### src/rtl/cam_pkg.sv
`default_nettype none
// +----------------------------------------------------------------------------+
// | Module   : cam_pkg                                                         |
// | Purpose  : Shared constants for the camera colour detector: default frame  |
// |            geometry, frame-buffer address width, colour result codes and   |
// |            the detector FSM state encoding.                                |
// | Ports    : none (package)                                                  |
// | Revision : 1.0  initial release                                            |
// +----------------------------------------------------------------------------+
package cam_pkg;

   // Default frame geometry (QQVGA) and frame-buffer address width
   localparam int CAM_SCREEN_X = 160;
   localparam int CAM_SCREEN_Y = 120;
   localparam int AW           = 15;

   // Colour result codes, also used as the per-pixel class codes
   localparam logic [1:0] COLOR_NONE  = 2'b00;
   localparam logic [1:0] COLOR_RED   = 2'b01;
   localparam logic [1:0] COLOR_GREEN = 2'b10;
   localparam logic [1:0] COLOR_BLUE  = 2'b11;

   // Detector FSM states
   typedef enum logic [1:0] {
      ST_IDLE   = 2'd0,
      ST_ACCUM  = 2'd1,
      ST_DECIDE = 2'd2
   } cam_state_t;

endpackage
`default_nettype wire

### src/rtl/px_classify.sv
`default_nettype none
// +----------------------------------------------------------------------------+
// | Module   : px_classify                                                     |
// | Purpose  : Purely combinational RGB332 pixel classifier. Expands each      |
// |            channel to 3 bits and reports the channel that leads both       |
// |            others by more than MARGIN, or "none".                          |
// | Ports    : pixel_i [7:0]  RGB332 pixel                                     |
// |            class_o [1:0]  COLOR_NONE / COLOR_RED / COLOR_GREEN / COLOR_BLUE|
// | Revision : 1.0  initial release                                            |
// +----------------------------------------------------------------------------+
module px_classify #(
   parameter int MARGIN = 2
) (
   input  logic [7:0] pixel_i,
   output logic [1:0] class_o
);
   import cam_pkg::*;

   localparam logic [3:0] MARGIN_C = 4'(MARGIN);

   // Channels are zero-extended to 4 bits so that "channel + MARGIN" never wraps.
   // Blue has only 2 source bits; its MSB is replicated into the LSB.
   logic [3:0] red4;
   logic [3:0] grn4;
   logic [3:0] blu4;
   logic       is_red;
   logic       is_grn;
   logic       is_blu;

   assign red4 = {1'b0, pixel_i[7:5]};
   assign grn4 = {1'b0, pixel_i[4:2]};
   assign blu4 = {1'b0, pixel_i[1:0], pixel_i[1]};

   assign is_red = (red4 > (grn4 + MARGIN_C)) && (red4 > (blu4 + MARGIN_C));
   assign is_grn = (grn4 > (red4 + MARGIN_C)) && (grn4 > (blu4 + MARGIN_C));
   assign is_blu = (blu4 > (red4 + MARGIN_C)) && (blu4 > (grn4 + MARGIN_C));

   // At most one of the three flags can be set, so the order is immaterial.
   always_comb begin
      class_o = COLOR_NONE;
      if (is_red) begin
         class_o = COLOR_RED;
      end else if (is_grn) begin
         class_o = COLOR_GREEN;
      end else if (is_blu) begin
         class_o = COLOR_BLUE;
      end
   end

endmodule
`default_nettype wire

### src/rtl/cam_color_detect.sv
`default_nettype none
// +----------------------------------------------------------------------------+
// | Module   : cam_color_detect                                                |
// | Purpose  : Snoops the camera frame-buffer write port, counts red, green    |
// |            and blue pixels over each frame (vsync low) and reports the     |
// |            dominant colour two cycles after vsync rises.                   |
// | Ports    : clk          pixel clock (camera pclk)                          |
// |            rst          asynchronous reset, active low                     |
// |            vsync        camera vertical sync, high = blanking              |
// |            px_wr        frame-buffer write strobe                          |
// |            mem_px_addr  frame-buffer write address [AW-1:0]                |
// |            mem_px_data  RGB332 pixel being written [7:0]                   |
// |            color        last frame result [1:0]                            |
// |            color_valid  one-cycle pulse when color updates                 |
// |            busy         high while a frame is being accumulated            |
// | Revision : 1.0  initial release                                            |
// +----------------------------------------------------------------------------+
module cam_color_detect #(
   parameter int CAM_SCREEN_X = cam_pkg::CAM_SCREEN_X,
   parameter int CAM_SCREEN_Y = cam_pkg::CAM_SCREEN_Y,
   parameter int AW           = cam_pkg::AW,
   parameter int MARGIN       = 2,
   parameter int MIN_COUNT    = 1920
) (
   input  logic          clk,
   input  logic          rst,
   input  logic          vsync,
   input  logic          px_wr,
   input  logic [AW-1:0] mem_px_addr,
   input  logic [7:0]    mem_px_data,
   output logic [1:0]    color,
   output logic          color_valid,
   output logic          busy
);
   import cam_pkg::*;

   localparam logic [31:0]   FRAME_PIX = 32'(CAM_SCREEN_X * CAM_SCREEN_Y);
   localparam logic [AW-1:0] CNT_MAX   = '1;
   localparam logic [AW-1:0] CNT_ONE   = AW'(1);
   localparam logic [AW:0]   MIN_C     = (AW+1)'(MIN_COUNT);

   cam_state_t    state_q;
   logic          vsync_q;
   logic [AW-1:0] cnt_r_q;
   logic [AW-1:0] cnt_g_q;
   logic [AW-1:0] cnt_b_q;
   logic [AW-1:0] cnt_r_d;
   logic [AW-1:0] cnt_g_d;
   logic [AW-1:0] cnt_b_d;
   logic [1:0]    color_q;
   logic [1:0]    color_d;
   logic          color_valid_q;

   logic          vs_fall;
   logic          vs_rise;
   logic          addr_ok;
   logic [1:0]    px_class;
   logic          r_ok;
   logic          g_ok;
   logic          b_ok;

   px_classify #(
      .MARGIN (MARGIN)
   ) u_px_classify (
      .pixel_i (mem_px_data),
      .class_o (px_class)
   );

   // vsync_q resets high so that a line held in blanking over reset release
   // produces no spurious falling edge.
   assign vs_fall = vsync_q & ~vsync;
   assign vs_rise = ~vsync_q & vsync;
   assign addr_ok = 32'(mem_px_addr) < FRAME_PIX;

   // Counter next-state: clear on any falling vsync edge seen in IDLE or
   // ACCUM (the latter restarts a glitched frame); otherwise count valid
   // in-range writes during ACCUM, including one coincident with vsync rising.
   always_comb begin
      cnt_r_d = cnt_r_q;
      cnt_g_d = cnt_g_q;
      cnt_b_d = cnt_b_q;
      if ((state_q == ST_IDLE || state_q == ST_ACCUM) && vs_fall) begin
         cnt_r_d = '0;
         cnt_g_d = '0;
         cnt_b_d = '0;
      end else if (state_q == ST_ACCUM && px_wr && addr_ok) begin
         case (px_class)
            COLOR_RED:   if (cnt_r_q != CNT_MAX) cnt_r_d = cnt_r_q + CNT_ONE;
            COLOR_GREEN: if (cnt_g_q != CNT_MAX) cnt_g_d = cnt_g_q + CNT_ONE;
            COLOR_BLUE:  if (cnt_b_q != CNT_MAX) cnt_b_d = cnt_b_q + CNT_ONE;
            default:     ;
         endcase
      end
   end

   // Decision: largest qualifying counter wins, ties go red > green > blue.
   // Once red is rejected, green only has to beat blue, and blue only has to
   // qualify: the earlier rejections already imply it is the largest.
   assign r_ok = {1'b0, cnt_r_q} >= MIN_C;
   assign g_ok = {1'b0, cnt_g_q} >= MIN_C;
   assign b_ok = {1'b0, cnt_b_q} >= MIN_C;

   always_comb begin
      color_d = COLOR_NONE;
      if (r_ok && (cnt_r_q >= cnt_g_q) && (cnt_r_q >= cnt_b_q)) begin
         color_d = COLOR_RED;
      end else if (g_ok && (cnt_g_q >= cnt_b_q)) begin
         color_d = COLOR_GREEN;
      end else if (b_ok) begin
         color_d = COLOR_BLUE;
      end
   end

   always_ff @(posedge clk or negedge rst) begin
      if (!rst) begin
         state_q       <= ST_IDLE;
         vsync_q       <= 1'b1;
         cnt_r_q       <= '0;
         cnt_g_q       <= '0;
         cnt_b_q       <= '0;
         color_q       <= COLOR_NONE;
         color_valid_q <= 1'b0;
      end else begin
         vsync_q       <= vsync;
         cnt_r_q       <= cnt_r_d;
         cnt_g_q       <= cnt_g_d;
         cnt_b_q       <= cnt_b_d;
         color_valid_q <= 1'b0;
         case (state_q)
            ST_IDLE: begin
               if (vs_fall) state_q <= ST_ACCUM;
            end
            ST_ACCUM: begin
               if (vs_rise) state_q <= ST_DECIDE;
            end
            ST_DECIDE: begin
               color_q       <= color_d;
               color_valid_q <= 1'b1;
               state_q       <= ST_IDLE;
            end
            default: begin
               state_q <= ST_IDLE;
            end
         endcase
      end
   end

   assign color       = color_q;
   assign color_valid = color_valid_q;
   assign busy        = (state_q == ST_ACCUM);

endmodule
`default_nettype wire

### config.mk
export PLATFORM = sky130hd
export DESIGN_NAME = cam_color_detect
export DESIGN_NICKNAME = d
export VERILOG_FILES = /design/src/rtl/cam_pkg.sv /design/src/rtl/px_classify.sv /design/src/rtl/cam_color_detect.sv
export SDC_FILE = /design/constraint.sdc
export NUM_CORES = 1
export LEC_CHECK = 0
export CAP_MARGIN = 20
export CORE_ASPECT_RATIO = 0.75
export CORE_UTILIZATION = 35
export CTS_CLUSTER_DIAMETER = 100
export DETAILED_ROUTE_END_ITERATION = 12
export GPL_ROUTABILITY_DRIVEN = 0
export REMOVE_ABC_BUFFERS = 1
export SLEW_MARGIN = 10
export SYNTH_ARGS = -nofsm -noshare
export SYNTH_HDL_FRONTEND = slang
export SYNTH_SLANG_ARGS = --single-unit
### constraint.sdc
create_clock -name clk -period 2.21 [get_ports clk]
set_input_delay 0.3315 -clock clk [delete_from_list [all_inputs] [get_ports clk]]
set_output_delay 0.3315 -clock clk [all_outputs]
set_load 0.02 [all_outputs]
== Word level (Yosys, flattened, before mapping) ==
Cells that the tools add are included.
Word-level totals
  register bits after elaboration: 51
Cells by class
  add/subtract/negate cells: 6
  order comparisons: 13
  eq/ne operators: 10
  muxes and demuxes: 22
  bitwise operators: 4
  reduce and logical (&&, ||, !) cells: 22
Operators with widths (count)
  two-way mux 15 bit: 12
  adder 15 x 1 -> 15 bit, second input constant: 3
  >= comparator 15 x 11 -> 1 bit, second input constant: 3
  >= comparator 15 bit: 3
  inequality test 15 bit, second input constant: 3
  > comparator 3 x 4 -> 1 bit: 6
  two-way mux 2 bit: 8
  less-than comparator 15 bit, second input constant: 1
  nonzero test 2 bit: 7
  adder 3 x 2 -> 4 bit, second input constant: 3
  logical AND 1 bit: 9
  AND reduction 3 bit: 3
  equality test 2 bit, second input constant: 3
  equality test 2 x 1 -> 1 bit, second input constant: 2
  one-hot mux 2 bit (2 select lines): 1
  bitwise AND 1 bit: 2
  logical NOT 2 bit: 1
  inequality test 2 x 1 -> 1 bit, second input constant: 1
  inequality test 2 bit, second input constant: 1
  inverter 1 bit: 2
  AND reduction 2 bit: 1
  logical OR 1 bit: 1
  two-way mux 1 bit: 1

== Longest topological paths before layout ==
Gate-level depths: netlist of run 1.
  depth in word-level cells: 10
  depth in mapped cells: 11
  depth with buffers taken out: 9

== Cells and area by module ==
From an unflattened synthesis of run 1, not the netlist that was laid out.
Unflattened totals
  cells, all modules: 463
  area total of the unflattened synthesis: 4113.9 um^2
By module, submodules not included
  cam_color_detect: instances 1, cells an instance 405, area each 3652.3 um^2, sequential area each 1277.5 um^2
  px_classify: instances 1, cells an instance 58, area each 461.7 um^2, sequential area each 0.0 um^2

== Least setup slack after synthesis of run 1 ==
No wires, ideal clock.
  path kind: input-to-reg
  start: input port mem_px_data[3]
  end: register cnt_b_q[10]
  setup time: 0.123 ns
  data arrival time: 2.327 ns
  data required time: 2.087 ns
  path slack: -0.239 ns
  cell stages on the path: 8
  cell sequence: ha_1 nor2b_4 or3b_4 a41oi_2 a21oi_2 or3_4 or3_1 mux2i_1
Between the ends
  word-level cells in the longest chain between the ends: 9
Ends and longest elaborated chain
  start: declaration: RTL line cam_color_detect.sv:30  | input logic [7:0] mem_px_data,
  adder 3 x 2 -> 4 bit: RTL line px_classify.sv:34, px_classify.sv:36
  > comparator 3 x 4 -> 1 bit: RTL line px_classify.sv:36  | assign is_blu = (blu4 > (red4 + MARGIN_C)) && (blu4 > (grn4 + MARGIN_C));
  logical AND 1 bit: RTL line px_classify.sv:36
  two-way mux 2 bit: RTL line px_classify.sv:45  | end else if (is_blu) begin
  two-way mux 2 bit: RTL line px_classify.sv:43  | end else if (is_grn) begin
  two-way mux 2 bit (*): RTL line px_classify.sv:41  | if (is_red) begin
  equality test 2 bit (*): RTL line cam_color_detect.sv:87  | case (px_class)
  nonzero test 2 bit (no line) (*)
  AND reduction 3 bit (no line) (*)
  end signal: assignment: RTL line cam_color_detect.sv:127  | cnt_b_q <= cnt_b_d;
  end: declaration: RTL line cam_color_detect.sv:46  | logic [AW-1:0] cnt_b_q;
Mark *: on every way between the ends. The rest lies on a longest branch, timed or not.
A chain may end at the register's enable or synchronous reset.

== Final worst setup path of run 1 ==
Same ends and word-level chain as after synthesis.

==> results of run 1 <==
-- synthesized netlist by cell type (2+ instances only) --
cell | count | area [µm²]
ha_1 | 63 | 788
o211ai_1 | 5 | 37.5
dfrtp_1 | 50 | 1250
nand3_1 | 17 | 85.1
nand2_1 | 45 | 169
inv_1 | 40 | 150
a21oi_1 | 32 | 160
nand2b_1 | 3 | 18.8
buf_2 | 2 | 10.0
o31ai_1 | 3 | 22.5
clkbuf_1 | 5 | 18.8
nor3_1 | 7 | 35.0
a31o_2 | 4 | 35.0
and2_1 | 3 | 18.8
a211oi_1 | 9 | 67.6
xnor2_1 | 16 | 140
nor4_1 | 9 | 56.3
a2111oi_0 | 2 | 17.5
nand4_1 | 23 | 144
o21ai_0 | 17 | 85.1
a21o_1 | 10 | 75.1
or4_1 | 3 | 22.5
or3_1 | 8 | 50.1
nor2b_1 | 10 | 62.6
nor2_1 | 40 | 150
and3b_1 | 2 | 17.5
and3_1 | 6 | 37.5
a31oi_1 | 3 | 18.8
and4_1 | 5 | 43.8
o21a_1 | 6 | 45.0
mux2i_1 | 8 | 80.1
-- critical path, stage by stage --
cell and delay (ns):
buf_12 0.11, ha_4 0.24, nor2b_4 0.13, or3b_4 0.39, a41oi_2 0.22, a21oi_2 0.11, or3_4 0.40, or3_4 0.34
mux2i_1 0.12
-- area by class of cell --
| class | instances | area, µm² | share of cell area |
|---|---|---|---|
| multi-input cells | 380 | 3170 | 0.527 |
| flip-flops and latches | 51 | 1280 | 0.213 |
| repair buffers | 116 | 1060 | 0.175 |
| well taps | 162 | 203 | 0.0337 |
| inverters | 40 | 154 | 0.0256 |
| clock buffers | 6 | 139 | 0.0231 |
| clock inverters | 2 | 16.3 | 0.00270 |
-- power breakdown --
group          total [W]  leakage (nW)  internal [W]  switching (W)
sequential      0.000973         0.700      0.000957      0.0000161
clock           0.000838        0.0731      0.000454       0.000384
combinational   0.000584          1.96      0.000296       0.000288
total            0.00240          2.73       0.00171       0.000688
-- metal layers --
| metal | vias up | track usage |
|---|---|---|
| met3 | 15 | 0.0419 |
| li1 | 1990 | - |
| met1 | 2030 | 0.307 |
| met5 | - | 0 |
| met4 | 0 | 0.0382 |
| met2 | 107 | 0.346 |
-- what timing repair did --
action                                 in CTS  in global routing
gates resized for setup                    65                 83
pin swaps                                  21                 48
setup buffers                               4                  9
setup endpoints to repair                  47                 42
cloned                                      1                  3
endpoints found under the hold margin       0                  0
-- registers in the layout (all words and copies together) (netlist names) --
register     count
cnt_b_q         15
cnt_g_q         15
cnt_r_q         15
color            2
color_valid      1
state_q          2
vsync_q          1
-- stage by stage --
step	area (µm²)	worst slack (ns)	total power (W)
after floorplan	4130	-0.777	0.00120
after global placement	5180	-0.744	0.00143
after detailed placement	5180	-0.816	0.00144
after CTS	5560	-0.0218	0.00233
after global routing	6020	-0.0676	0.00250
final	6020	-0.00653	0.00240
-- path summary, 6_finish.rpt --
kind                                            to  slack, ns  cells after the start
max in group asynchronous   cnt_b_q[0]$_DFFE_PN0P_       1.54                      2
min in group clk           cnt_b_q[10]$_DFFE_PN0P_       0.57                      2
setup reg to reg           cnt_b_q[10]$_DFFE_PN0P_       0.07                      7
hold reg to reg            cnt_b_q[10]$_DFFE_PN0P_       0.57                      2
hold / removal              cnt_r_q[3]$_DFFE_PN0P_       0.14                      2
setup / recovery           cnt_b_q[10]$_DFFE_PN0P_     -0.007                      9
-- kinds of logic (layout without fill, tap and decap cells) --
logic type | Yosys count | count (layout)
flops | 51 | 51
simple gates | 190 | 190
mux | 8 | 8
buf+inv | 48 | 164
compound gates | 103 | 103
xor+xnor | 16 | 16
fa+ha+maj | 63 | 63
==> key figures, run 1 <==
STA
  – Max frequency: 451 MHz
  – Endpoints failing setup: 1
  – Fin. Hold Viols: 0
  – Period Utilization, post-route: 1.00
  – RSZ-0062 raised after global routing: yes
  – Period minus WS final: 2.22 ns
  – Max_slew headroom: 0.531
  – Setup TNS: -0.00653 ns
  – Hold_ws: 0.143 ns
  – Setup Skew: 0.0105 ns
  – Pins over their slew limit: 0
  – Worst slew pin tran: 0.704 ns
  – Fin worst setup slack: -0.00653 ns

Critical path
  – CP Class: input port to register
  – Worst endpoint data arrival time: 2.40 ns
  – Startpoint Class: input port
  – Crit Path Max Fanout: 3
  – Critical path capture point type: register
  – Crit path launch: mem_px_data[3]
  – Worst EP required: 2.40 ns
  – Reg-to-Reg Start: state_q[1]$_DFFE_PN0P_

Logic synthesis
  – Syn avg cell area: 8.70 µm²
  – Netlist cell types: 54
  – Post-synthesis xor/xnor area fraction: 0.0336
  – Sequential fraction of the synthesis area: 0.306
  – Ys Warns: 0
  – Post-Synth Adder-Cell Area: 0.189
  – Mapped cell area: 4170 µm²
  – Post-synthesis mux area share: 0.0192
  – Gate Count Post-Synth: 479
  – Synth Area in Compound Gates: 0.164
  – Largest family of logic cells by synthesized area: simple AND/OR/NAND/NOR gates
  – Post-synthesis simple-gate area fraction: 0.243
  – Top FF cell, synth: dfrtp_1
  – Post-synth EDFFs: 0
  – Register bit total from synthesis: 51
  – Async set-or-reset flop fraction in the synthesized netlist: 1.00

Routing
  – Max Used Layer: met4
  – Metal-1 WL: 6.29 mm
  – DR iter-0 viols: 224
  – Vias: 4142
  – DR WL met3: 751 µm
  – Met2 WL: 5.81 mm
  – # DRC: 0
  – Antenna Nets Post-Route: 0
  – DR WL/cell: 17.2 µm
  – Final wirelength: 13.0 mm
  – Via density: 5.47
  – Initial DRT Pass Iterations: 5

Global routing
  – Largest net degree at the start of global routing: 52
  – Antenna violations before repair: 0
  – Vias in the first global route: 3896
  – First-pass GRT wire length: 20.3 mm
  – GRT Total Usage: 0.216
  – Global route overflow: 0

CTS
  – Maximum clock insertion buffer count: 2
  – CTS root buf: clkbuf_16
  – CTS clk-pin slew, worst paths: 0.08 ns
  – CTS tree: done
  – CTS Buf Count: 5
  – H-Tree Depth: 2
  – Worst-skew pair later-pin latency: 0.30 ns
  – CTS Sinks: 51
  – Post-CTS Hold Buffers: 0

Floorplanning
  – Core area: 11600 µm²
  – Row count: 34
  – Die ar.: 12400 µm²
  – Initial core utilization: 0.359
  – Die Wd: 128 µm
  – Die Y: 96.5 µm
  – I/O Pins: 31

Final layout
  – Commonest non-fill, non-tap cell in the layout: buf_4
  – Most frequent cells in the layout: buf_4 (78), dfrtp_1 (48), ha_1 (47)
  – N_diodes: 0
  – Layout Cells excl Fill: 757
  – Final nets: 684
  – Fillers: 1039
  – Proportion of layout cells with a drive suffix above 1: 0.334
  – Final core utilization: 0.518
  – P&R area growth vs syn: 44.4%

Status
  – Status: finished, violations left
  – Violated checks: negative setup slack

Placed design
  – Port bufs: 22
  – Dpl hpwl: 9.18 mm
  – Placed cell count: 733

Power and ir drop
  – Max IR drop VDD: 314 µV
  – Power Dens Cells: 398 nW/µm²
  – P_leak: 2.73 nW

Run
  – Total of max-cap violations: 0

Worst hold path
  – Hold WC Path Type: input port to asynchronous set/reset pin
No activity file was read; power rests on OpenSTA's default activity.
==> run 2: changes to the inputs <==
- SETUP_SLACK_MARGIN: not set -> 0.3
==> run 2 against run 1 <==
  * The flow now finishes without violations
  * Routed wire length up 11%
  * Critical path type is now register to register
  * Critical path depth grew 1
  * Sequential share of layout area decreased by 1.4 points
  * Sequential power hardly changed
  * Clock power rose by 0.6%
  * Highest routed layer unchanged
  * Cell area increased by 7.7%
  * Combinational power grew 8.2%
==> key figures, run 2 (same netlist as run 1, synthesis figures left out) <==
Routing
  – DR WL/cell: 18.2 µm
  – Initial DRT Pass Iterations: 6
  – Vias: 4372
  – Antenna Nets Post-Route: 0
  – Final wirelength: 14.4 mm
  – DR iter-0 viols: 200
  – # DRC: 0
  – Via density: 5.53

Global routing
  – Largest net degree at the start of global routing: 52
  – Top Usage Layer GRT: met2
  – Vias in the first global route: 4381
  – Antenna violations before repair: 0
  – Grt met2 use: 0.407
  – First-pass GRT wire length: 22.4 mm
  – M3 GR Usage: 0.0529
  – GRT Total Usage: 0.241
  – Global route overflow: 0
  – Met1 usage: 0.311

STA
  – Pins over their slew limit: 0
  – Period Utilization, post-route: 0.997
  – Endpoints failing setup: 0
  – Worst slew pin tran: 0.713 ns
  – Max_slew headroom: 0.525
  – Max frequency: 454 MHz
  – Period minus WS final: 2.20 ns
  – Fin. Hold Viols: 0
  – Hold_ws: 0.158 ns
  – RSZ-0062 raised after global routing: yes
  – Setup Skew: 0.0130 ns

Final layout
  – Final nets: 716
  – P&R area growth vs syn: 55.5%
  – Commonest non-fill, non-tap cell in the layout: buf_4
  – Biggest regs: cnt_b_q (15), cnt_g_q (15), cnt_r_q (15)
  – Layout Cells excl Fill: 790
  – Proportion of layout cells with a drive suffix above 1: 0.408
  – Most frequent cells in the layout: buf_4 (94), ha_1 (48), dfrtp_1 (43)

Power and ir drop
  – Sw Share: 0.292
  – P_leak: 2.96 nW
  – Total power: 0.00245 W
  – Max IR drop VDD: 318 µV
  – Clock power share: 0.344
  – Psw: 0.000717 W
  – Pint: 0.00173 W
  – Logic pwr share: 0.258
  – Part of the power in registers: 0.398
  – Power Dens Cells: 378 nW/µm²

Floorplanning
  – Core area: 11600 µm²
  – I/O Pins: 31
  – Die ar.: 12400 µm²
  – Row count: 34
  – Initial core utilization: 0.359
  – Die Wd: 128 µm
  – Die Y: 96.5 µm

CTS
  – Maximum clock insertion buffer count: 2
  – CTS tree: done
  – Worst-skew pair later-pin latency: 0.30 ns
  – CTS Sinks: 51
  – CTS clk-pin slew, worst paths: 0.08 ns
  – CTS root buf: clkbuf_16
  – CTS Buf Count: 5
  – H-Tree Depth: 2
  – Post-CTS Hold Buffers: 0

Placed design
  – Port bufs: 22
  – Dpl hpwl: 9.18 mm
  – Placed cell count: 733

Critical path
  – Reg2Reg Depth: 10
  – Critical path capture point type: register
  – Worst R2R End: cnt_r_q[3]$_DFFE_PN0P_
  – Reg-to-Reg Start: state_q[1]$_DFFE_PN0P_
  – Crit Path Max Fanout: 5
  – Worst endpoint data arrival time: 2.44 ns
  – Worst EP required: 2.44 ns
  – Startpoint Class: register
  – CP Class: register to register
  – R2R Setup Slk: 0.007 ns

Worst hold path
  – Hold WC Path Type: input port to asynchronous set/reset pin

Status
  – Status: finished, final reports clean

Run
  – Total of max-cap violations: 0
-- run 2: cell count changes in the layout (fill, tap and decap cells not counted), sizes merged --
cell and change:
buf +35, dlygate4sd2 +9, clkdlybuf4s50 -6, clkbuf -3, dlymetal6s2s -3, clkinvlp -1
diode +1, inv +1
-- run 2: layer usage --
metal  wire, µm  share of wire
met5          0              0
met1       6600           0.46
met2       6670           0.46
met4        261          0.018
met3        830          0.058
-- run 2: area by class of cell --
cell class              count  area (µm²)
fillers                   981        5130
multi-input cells         380        3300
repair buffers            148        1380
flip-flops and latches     51        1290
well taps                 162         203
inverters                  40         153
clock buffers               6         139
clock inverters             2        16.3
diodes                      1        2.50
-- run 2: critical path, stage by stage, from the launching register on --
cell and delay, ns:
dfrtp_1 0.37, and3b_1 0.21, o211ai_1 0.21, buf_4 0.24, buf_6 0.12, inv_4 0.05, o2111ai_4 0.13, buf_12 0.18
buf_16 0.12, or3_4 0.36, a21oi_2 0.16
-- run 2: worst max path at each step --
| stage | start | to | slack (ns) | cells past startpoint |
|---|---|---|---|---|
| 2_1_floorplan | vsync_q$_DFF_PN1_ | cnt_b_q[3]$_DFFE_PN0P_ | -0.78 | 3 |
| 3_3_place_gp | mem_px_data[3] | cnt_b_q[10]$_DFFE_PN0P_ | -0.74 | 9 |
| 3_5_place_dp | mem_px_data[3] | cnt_b_q[10]$_DFFE_PN0P_ | -0.82 | 9 |
| 4_1_cts | state_q[1]$_DFFE_PN0P_ | cnt_r_q[3]$_DFFE_PN0P_ | 0.06 | 10 |
| 5_1_grt | mem_px_data[0] | cnt_b_q[9]$_DFFE_PN0P_ | -0.06 | 11 |
| 6_report | state_q[1]$_DFFE_PN0P_ | cnt_r_q[3]$_DFFE_PN0P_ | 0.007 | 10 |
-- run 2: per-stage QoR --
step / utilization / area (µm²) / setup TNS [ns] / setup slack [ns]
CTS: 0.537 / 6240 / 0 / 0.0581
finish: 0.558 / 6480 / 0 / 0.00699
global placement: 0.446 / 5180 / -25.93 / -0.744
global route: 0.558 / 6480 / -0.354 / -0.0555
floorplan: - / 4130 / -21.45 / -0.777
detailed placement: 0.446 / 5180 / -28.24 / -0.816
-- run 2: power groups by stage --
stage	logic, W	registers, W	clock network [W]
floorplan	0.000189	0.00101	0
finish	0.000632	0.000975	0.000843
global route	0.000675	0.000980	0.000897
CTS	0.000580	0.000975	0.000853
global placement	0.000440	0.000992	0
detailed placement	0.000447	0.000993	0
-- run 2: repair_timing --
action / in CTS / in global routing
cloned: 5 / 0
pin swaps: 70 / 47
setup buffers: 36 / 7
endpoints found under the setup margin: 48 / 47
gates resized for setup: 165 / 40
